--- config.mk ---
export PLATFORM = sky130hd
export DESIGN_NAME = uart_rx_core
export DESIGN_NICKNAME = d
export VERILOG_FILES = /design/src/rtl/uart_rx_core.sv
export SDC_FILE = /design/constraint.sdc
export NUM_CORES = 1
export LEC_CHECK = 0
export ABC_AREA = 1
export BUFFER_PORTS_ARGS = -buffer_cell sky130_fd_sc_hd__buf_2
export CAP_MARGIN = 20
export CORE_ASPECT_RATIO = 0.9
export CORE_MARGIN = 3
export CORE_UTILIZATION = 50
export DETAILED_ROUTE_END_ITERATION = 10
export HOLD_SLACK_MARGIN = 0.02
export PLACE_DENSITY = 0.7
export SYNTH_ARGS = -nofsm -noshare
export SYNTH_HDL_FRONTEND = slang
export SYNTH_SLANG_ARGS = --single-unit
--- constraint.sdc ---
create_clock -name PCLK -period 3.4 [get_ports PCLK]
set_clock_uncertainty 0.05 [all_clocks]
set_input_delay 0.34 -clock PCLK [delete_from_list [all_inputs] [get_ports PCLK]]
set_output_delay 0.34 -clock PCLK [all_outputs]
set_load 0.05 [all_outputs]
--- src/rtl/uart_rx_core.sv ---
// 8N1 serial receive engine: fractional 16x oversample tick, 2-flop RX synchroniser,
// deframer FSM and a one-entry holding register with a valid/ready write port.
module uart_rx_core #(
  parameter int unsigned DATA_BITS      = 8,
  parameter int unsigned DIV_INT_WIDTH  = 16,
  parameter int unsigned DIV_FRAC_WIDTH = 4
) (
  input  logic                      PCLK,
  input  logic                      PRESETn,
  input  logic                      enable,
  input  logic [DIV_INT_WIDTH-1:0]  div_int,
  input  logic [DIV_FRAC_WIDTH-1:0] div_frac,
  input  logic                      rx_i,
  output logic [DATA_BITS-1:0]      rx_data,
  output logic                      rx_valid,
  input  logic                      rx_ready,
  output logic                      frame_err,
  output logic                      break_det,
  output logic                      overrun,
  output logic                      busy
);

  localparam int unsigned LimW  = DIV_INT_WIDTH + 1;
  localparam int unsigned BidxW = (DATA_BITS > 1) ? $clog2(DATA_BITS) : 1;

  typedef enum logic [2:0] {StIdle, StStart, StData, StStop, StWaitHigh} state_e;

  // Oversample tick generator
  logic [DIV_INT_WIDTH-1:0]  tcnt_q, tcnt_d;
  logic [DIV_FRAC_WIDTH-1:0] acc_q, acc_d;
  logic                      carry_q, carry_d;
  logic [LimW-1:0]           tick_limit;
  logic                      div_ok;
  logic                      tick;

  assign div_ok     = (div_int >= DIV_INT_WIDTH'(2));
  assign tick_limit = {1'b0, div_int} - LimW'(1) + LimW'(carry_q);
  // >= rather than == so a divider shrunk mid-count cannot run the counter around
  assign tick       = enable && div_ok && ({1'b0, tcnt_q} >= tick_limit);

  always_comb begin
    tcnt_d  = tcnt_q;
    acc_d   = acc_q;
    carry_d = carry_q;
    if (!enable || !div_ok) begin
      tcnt_d  = '0;
      acc_d   = '0;
      carry_d = 1'b0;
    end else if (tick) begin
      tcnt_d             = '0;
      {carry_d, acc_d}   = {1'b0, acc_q} + {1'b0, div_frac};
    end else begin
      tcnt_d = tcnt_q + DIV_INT_WIDTH'(1);
    end
  end

  always_ff @(posedge PCLK or negedge PRESETn) begin
    if (!PRESETn) begin
      tcnt_q  <= '0;
      acc_q   <= '0;
      carry_q <= 1'b0;
    end else begin
      tcnt_q  <= tcnt_d;
      acc_q   <= acc_d;
      carry_q <= carry_d;
    end
  end

  logic [1:0] sync_q;
  logic       rx_s;

  assign rx_s = sync_q[1];

  always_ff @(posedge PCLK or negedge PRESETn) begin
    if (!PRESETn) begin
      sync_q <= 2'b11;
    end else begin
      sync_q <= {sync_q[0], rx_i};
    end
  end

  // Deframer FSM, holding register and registered status pulses
  state_e               state_q;
  logic [3:0]           cnt_q;
  logic [BidxW-1:0]     bidx_q;
  logic [DATA_BITS-1:0] shift_q;
  logic [DATA_BITS-1:0] rx_data_q;
  logic                 rx_valid_q;
  logic                 deliver_q;
  logic                 frame_err_q;
  logic                 break_q;
  logic                 overrun_q;

  always_ff @(posedge PCLK or negedge PRESETn) begin
    if (!PRESETn) begin
      state_q     <= StIdle;
      cnt_q       <= '0;
      bidx_q      <= '0;
      shift_q     <= '0;
      rx_data_q   <= '0;
      rx_valid_q  <= 1'b0;
      deliver_q   <= 1'b0;
      frame_err_q <= 1'b0;
      break_q     <= 1'b0;
      overrun_q   <= 1'b0;
    end else begin
      deliver_q   <= 1'b0;
      frame_err_q <= 1'b0;
      break_q     <= 1'b0;
      overrun_q   <= 1'b0;

      if (!enable) begin
        state_q <= StIdle;
      end else if (tick) begin
        case (state_q)
          StIdle: begin
            if (!rx_s) begin
              state_q <= StStart;
              cnt_q   <= '0;
            end
          end
          StStart: begin
            if (cnt_q == 4'd7) begin
              if (!rx_s) begin
                state_q <= StData;
                cnt_q   <= '0;
                bidx_q  <= '0;
              end else begin
                state_q <= StIdle;
              end
            end else begin
              cnt_q <= cnt_q + 4'd1;
            end
          end
          StData: begin
            cnt_q <= cnt_q + 4'd1;
            if (cnt_q == 4'd15) begin
              shift_q <= {rx_s, shift_q[DATA_BITS-1:1]};
              bidx_q  <= bidx_q + BidxW'(1);
              if (bidx_q == BidxW'(DATA_BITS - 1)) begin
                state_q <= StStop;
              end
            end
          end
          StStop: begin
            cnt_q <= cnt_q + 4'd1;
            if (cnt_q == 4'd15) begin
              if (rx_s) begin
                deliver_q <= 1'b1;
                state_q   <= StIdle;
              end else begin
                frame_err_q <= 1'b1;
                break_q     <= (shift_q == '0);
                state_q     <= StWaitHigh;
              end
            end
          end
          StWaitHigh: begin
            if (rx_s) begin
              state_q <= StIdle;
            end
          end
          default: state_q <= StIdle;
        endcase
      end

      // A full holding register only accepts a new byte if it drains on the same edge
      if (deliver_q) begin
        if (!rx_valid_q || rx_ready) begin
          rx_data_q  <= shift_q;
          rx_valid_q <= 1'b1;
        end else begin
          overrun_q <= 1'b1;
        end
      end else if (rx_valid_q && rx_ready) begin
        rx_valid_q <= 1'b0;
      end
    end
  end

  assign rx_data   = rx_data_q;
  assign rx_valid  = rx_valid_q;
  assign frame_err = frame_err_q;
  assign break_det = break_q;
  assign overrun   = overrun_q;
  assign busy      = (state_q != StIdle);

endmodule
After elaboration in Yosys (flattened, before gate mapping)
Cells that the tools add are included.
- flip-flop bits (word level): 54
- input bits: 25
- output and inout port bits: 13
- logic and storage cells: 106
- add/subtract/negate cells: 6
- order comparisons: 2
- equality and inequality tests: 18
- muxes and demuxes: 44
- reduce and logical (&&, ||, !) cells: 22
- operators by type and width (kind ; count):
    3-bit two-way mux ; 12
    16-bit two-way mux ; 2
    1-bit two-way mux ; 22
    3-bit != test (second input constant) ; 6
    17-bit by 1-bit adder with 17-bit output ; 1
    16-bit by 17-bit greater-or-equal comparator with 1-bit output ; 1
    16-bit by 1-bit subtractor with 17-bit output (second input constant) ; 1
    16-bit by 1-bit adder with 16-bit output (second input constant) ; 1
    16-bit by 2-bit greater-or-equal comparator with 1-bit output (second input constant) ; 1
    4-bit two-way mux ; 4
    3-bit case mux with 5 select lines ; 1
    4-bit case mux with 3 select lines ; 1
    8-bit logical NOT ; 1
    7-bit AND reduction ; 1
    3-bit by 2-bit == test with 1-bit output (second input constant) ; 2
    3-bit == test (second input constant) ; 2
    2-bit != test (second input constant) ; 3
    3-bit case mux with 2 select lines ; 1
    6-bit AND reduction ; 1
    2-bit nonzero test ; 3
    3-bit nonzero test ; 2
    4-bit by 4-bit adder with 5-bit output ; 1
    4-bit by 1-bit adder with 4-bit output (second input constant) ; 1
    4-bit by 3-bit == test with 1-bit output (second input constant) ; 1
    13 further kinds ; 20

Logic depth before layout (Yosys ltp)
- depth after elaboration: 6
- gate-level depth with buffers: 21
- depth with buffers taken out: 21

Worst setup path after synthesis
OpenSTA, ideal clock, no wires.
- path kind: register to register
- from: reg carry_q
- to: reg shift_q[7]
- library setup time: 0.122 ns
- arrival time: 2.549 ns
- required time: 3.228 ns
- setup slack: 0.679 ns
- stages on the path, launching flop included: 21
- path buffers: 1
- clock period less this slack: 2.721 ns
- path through: dfrtp_1 inv_1 ha_1 ha_1 nand2_2 inv_2 nand2_2 inv_1 nand3_1 nor3_1 xor2_1 ha_1 nand2_1 nand2_1 a21oi_1 nand2_1 o21ai_2 nand2_4 nand3_4 buf_6 o21ai_1
- longest elaborated chain between the ends: 4
- RTL lines (what ; line ; source):
    from (decl) ; 31 ; logic carry_q, carry_d;
    from (signal assigned) ; 65 ; carry_q <= carry_d;
    17-bit by 1-bit adder with 17-bit output ; 37 ; assign tick_limit = {1'b0, div_int} - LimW'(1) + LimW'(carry_q);
    16-bit by 17-bit greater-or-equal comparator with 1-bit output ; 39 ; assign tick = enable && div_ok && ({1'b0, tcnt_q} >= tick_limit);
    1-bit logical AND ; 39 ;
    4-bit AND reduction (no source line) ; - ;
    to (signal assigned) ; 138 ; shift_q <= {rx_s, shift_q[DATA_BITS-1:1]};
    to (decl) ; 86 ; logic [DATA_BITS-1:0] shift_q;
Every way passes these cells.
A chain may end at the register's enable or synchronous reset.

Final worst setup path
- from: reg carry_q
- to: reg cnt_q[1]
- longest elaborated chain between the ends: 4
- RTL lines (what ; line ; source):
    17-bit by 1-bit adder with 17-bit output ; 37 ;
    16-bit by 17-bit greater-or-equal comparator with 1-bit output ; 39 ;
    1-bit logical AND ; 39 ;
    3-bit AND reduction (no source line) ; - ;
    to (signal assigned) ; 132 ; cnt_q <= cnt_q + 4'd1;
    to (signal assigned) ; 136 ; cnt_q <= cnt_q + 4'd1;
    to (signal assigned) ; 146 ; cnt_q <= cnt_q + 4'd1;
    to (decl) ; 84 ; logic [3:0] cnt_q;
Every way passes these cells.

==> flow_metrics.tcl <==
set metrics [dict create \
    num_vias 2804 \
    power_w 0.001137 \
    holdBufCountCts 0 \
    antenna_cells 0 \
    endpoint_kind "register" \
    power_density_nw_per_um2 293.7 \
    die-height_um 84.64 \
    hold_violations 0 \
    worst_hold_slack_ns 0.02922 \
    vias_per_cell 4.928 \
    drive_gt1_share_pct 17.12 \
    rows 28 \
    htreeDepth 2 \
    grt_max_degree 35 \
    ys_warn_count 0 \
    netlist_area_sq_um 3436 \
    setup_viol 0 \
    first_pass_iters 4 \
    globalRouteTotalUtil_pct 18.09 \
    netlist_top_cells_area "dfrtp_1 38%, nand2_1 11%, ha_1 9.5%, inv_1 6.7%, nor2_1 4.8%" \
    yosysTopAreaCellShare_pct 37.87 \
    clkSinkCount 54 \
    grt_overflow 0 \
    yosys.area.top_type "dfrtp_1" \
    status "finished, final reports clean" \
    multi_input_area_sq_um 1854 \
    cts.path.max_buffers 2 \
    post_dp_cell_area_sq_um 3716 \
    initial_core_util_pct 51.89 \
    setup_tns_ns 0 \
    drv_slew 0 \
    core-area_sq_um 6621 \
    antenna_found_initial 0 \
    ys_seq_elements 54 \
    required_ns 3.55 \
    synth_nets 486 \
    cts_tree "yes" \
    area_delta_synth_final_pct 12.64 \
    wl_per_cell_um 11.78 \
    hold_class "input port to async pin" \
    pin_count 38 \
    cp_max_fo 11 \
    drv_cap 0 \
    p_leak_nw 1.983 \
    drc 0 \
    max_freq_mhz 325.7 \
    yosys.cell_count.top_type "nand2_1" \
    worstSetupPathType "register to register" \
    fin_crit_sh_pct 90.31 \
    synthArstFlopShare_pct 100.0 \
    fp.dieW_um 93.38 \
    r2r_cells 18 \
    wl_um 6701 \
    synthCells 434 \
    dp_slack_ns 0.1020 \
    place_congestion 0.8590 \
    grt_pass1_wl_um 11600 \
    first_global_vias 2662 \
    final_area_sq_um 3870 \
    slew_headroom_pct 49.51 \
    fin_ws_ns 0.3295 \
    dr.first_iter.drc_count 190 \
    ir_drop_uv 250.3 \
    clk_latency_ns 0.32 \
    ys_top_cells_by_count "102 x nand2_1, 61 x inv_1, 52 x dfrtp_1, 44 x nor2_1, 30 x nand3_1" \
    startpoint_type "register" \
    synth_flop_cell "dfrtp_1" \
    place.detailed.hpwl_um 5199 \
    n_fill_cell 584 \
    cts_root_buf "clkbuf_8" \
    path_clk_slew_ns 0.11 \
    die_area_sq_um 7904 \
    cts_buffers 5 \
    synth-edff-count 0 \
    final_antenna_net_count 0 \
    layout_min_cycle_time_ns 3.071 \
    port_buffers 37 \
    nets 530 \
    synth.distinct_cells 36 \
    crit_arrival_ns 3.22 \
    seq_area_frac_synth_pct 39.40 \
    tightestPinTransition_ns 0.7573 \
    seq_area_sq_um 1354 \
    syn_area_per_cell_sq_um 7.917 \
]
[layout make-up]
type / count / area share (%)
multi-input cells: 312 / 47.91
flip-flops and latches: 54 / 34.98
inverters: 65 / 6.305
repair buffers: 40 / 5.367
well taps: 90 / 2.910
clock buffers: 5 / 1.778
clock inverters: 3 / 0.7436
[stage by stage]
step           cells  util (%)
2_1_floorplan    434         -
6_report         569     58.45
4_1_cts          566     57.60
3_3_place_gp     558     56.12
3_5_place_dp     558     56.12
5_1_grt          569     58.45
[placed cells by master, fill, tap and decap left out, drive strengths merged]
cell      n
nand2   107
inv      66
dfrtp    52
nor2     48
buf      40
nand3    34
o21ai    27
ha       26
xor2     16
nor3     14
xnor2    10
a21oi     7
nand4     6
clkbuf    5
nor4      5
o22ai     2
o221a     2
clkinv    2
dfstp     2
o21a      1
a31oi     1
nor3b     1
a211oi    1
mux2      1
o211ai    1
o211a     1
fa        1
[what timing repair did]
| item | 4_1_cts | 5_1_grt |
|---|---|---|
| setup buffers | 0 | 2 |
| setup endpoints to repair | 0 | 42 |
| resized for setup | 0 | 5 |
[report_power, final]
group	switching (W)	total, W	internal (W)	leakage [nW]
sequential	0.00000423	0.000651	0.000647	0.745
clock	0.000230	0.000383	0.000153	0.0502
combinational	0.0000653	0.000102	0.0000367	1.19
total	0.000300	0.00114	0.000837	1.98
[critical path: stages, from the launching register on]
cell     delay, ns
dfrtp_1       0.37
inv_1         0.09
ha_1          0.18
nand3_1       0.18
nor4_4        0.25
buf_4         0.17
nand3_1       0.07
xor2_1        0.15
inv_1         0.06
ha_1          0.35
nand2_1       0.07
inv_1         0.05
nand3_1       0.11
nor2_1        0.17
o21ai_2       0.12
nand2_4       0.17
nand3_2       0.18
nand2_1       0.09
o21ai_0       0.08
[sequential cells by signal, summed over array words and instances (netlist names), 2 cells and up]
signal	count
shift_q	8
acc_q	4
cnt_q	4
tcnt_q	16
rx_data	8
state_q	3
bidx_q	3
sync_q	2
[kinds of logic (layout without fill, tap and decap cells)]
family          count (synthesis)  after routing  share of synthesized area (%)
simple gates                  214            215                          27.64
buf+inv                        69            113                          7.829
flops                          54             54                          39.40
compound gates                 43             43                          8.121
fa+ha+maj                      27             27                          10.05
xor+xnor                       26             26                          6.628
mux                             1              1                         0.3277
[path summary, 6_finish.rpt]
| path | from | end | slack [ns] |
|---|---|---|---|
| worst max-delay path | carry_q$_DFFE_PN0P_ | cnt_q[1]$_DFFE_PN0P_ | 0.33 |
| worst min-delay path | PRESETn | overrun$_DFF_PN0_ | 0.03 |
| worst max register to register | carry_q$_DFFE_PN0P_ | cnt_q[1]$_DFFE_PN0P_ | 0.33 |
| worst min register to register | sync_q[0]$_DFF_PN1_ | sync_q[1]$_DFF_PN1_ | 0.31 |
| max in group asynchronous | PRESETn | cnt_q[3]$_DFFE_PN0P_ | 2.49 |
| min in group PCLK | rx_i | sync_q[0]$_DFF_PN1_ | 0.06 |
[routing by layer]
| layer | up-vias | wire length (um) | global-route usage (%) |
|---|---|---|---|
| li1 | 1493 | - | - |
| met3 | 8 | 181 | 3.226 |
| met2 | 39 | 2963 | 28.51 |
| met4 | 0 | 89 | 5.593 |
| met1 | 1264 | 3467 | 25.39 |
| met5 | - | 0 | 0 |
(Power assumes the default switching activity.)
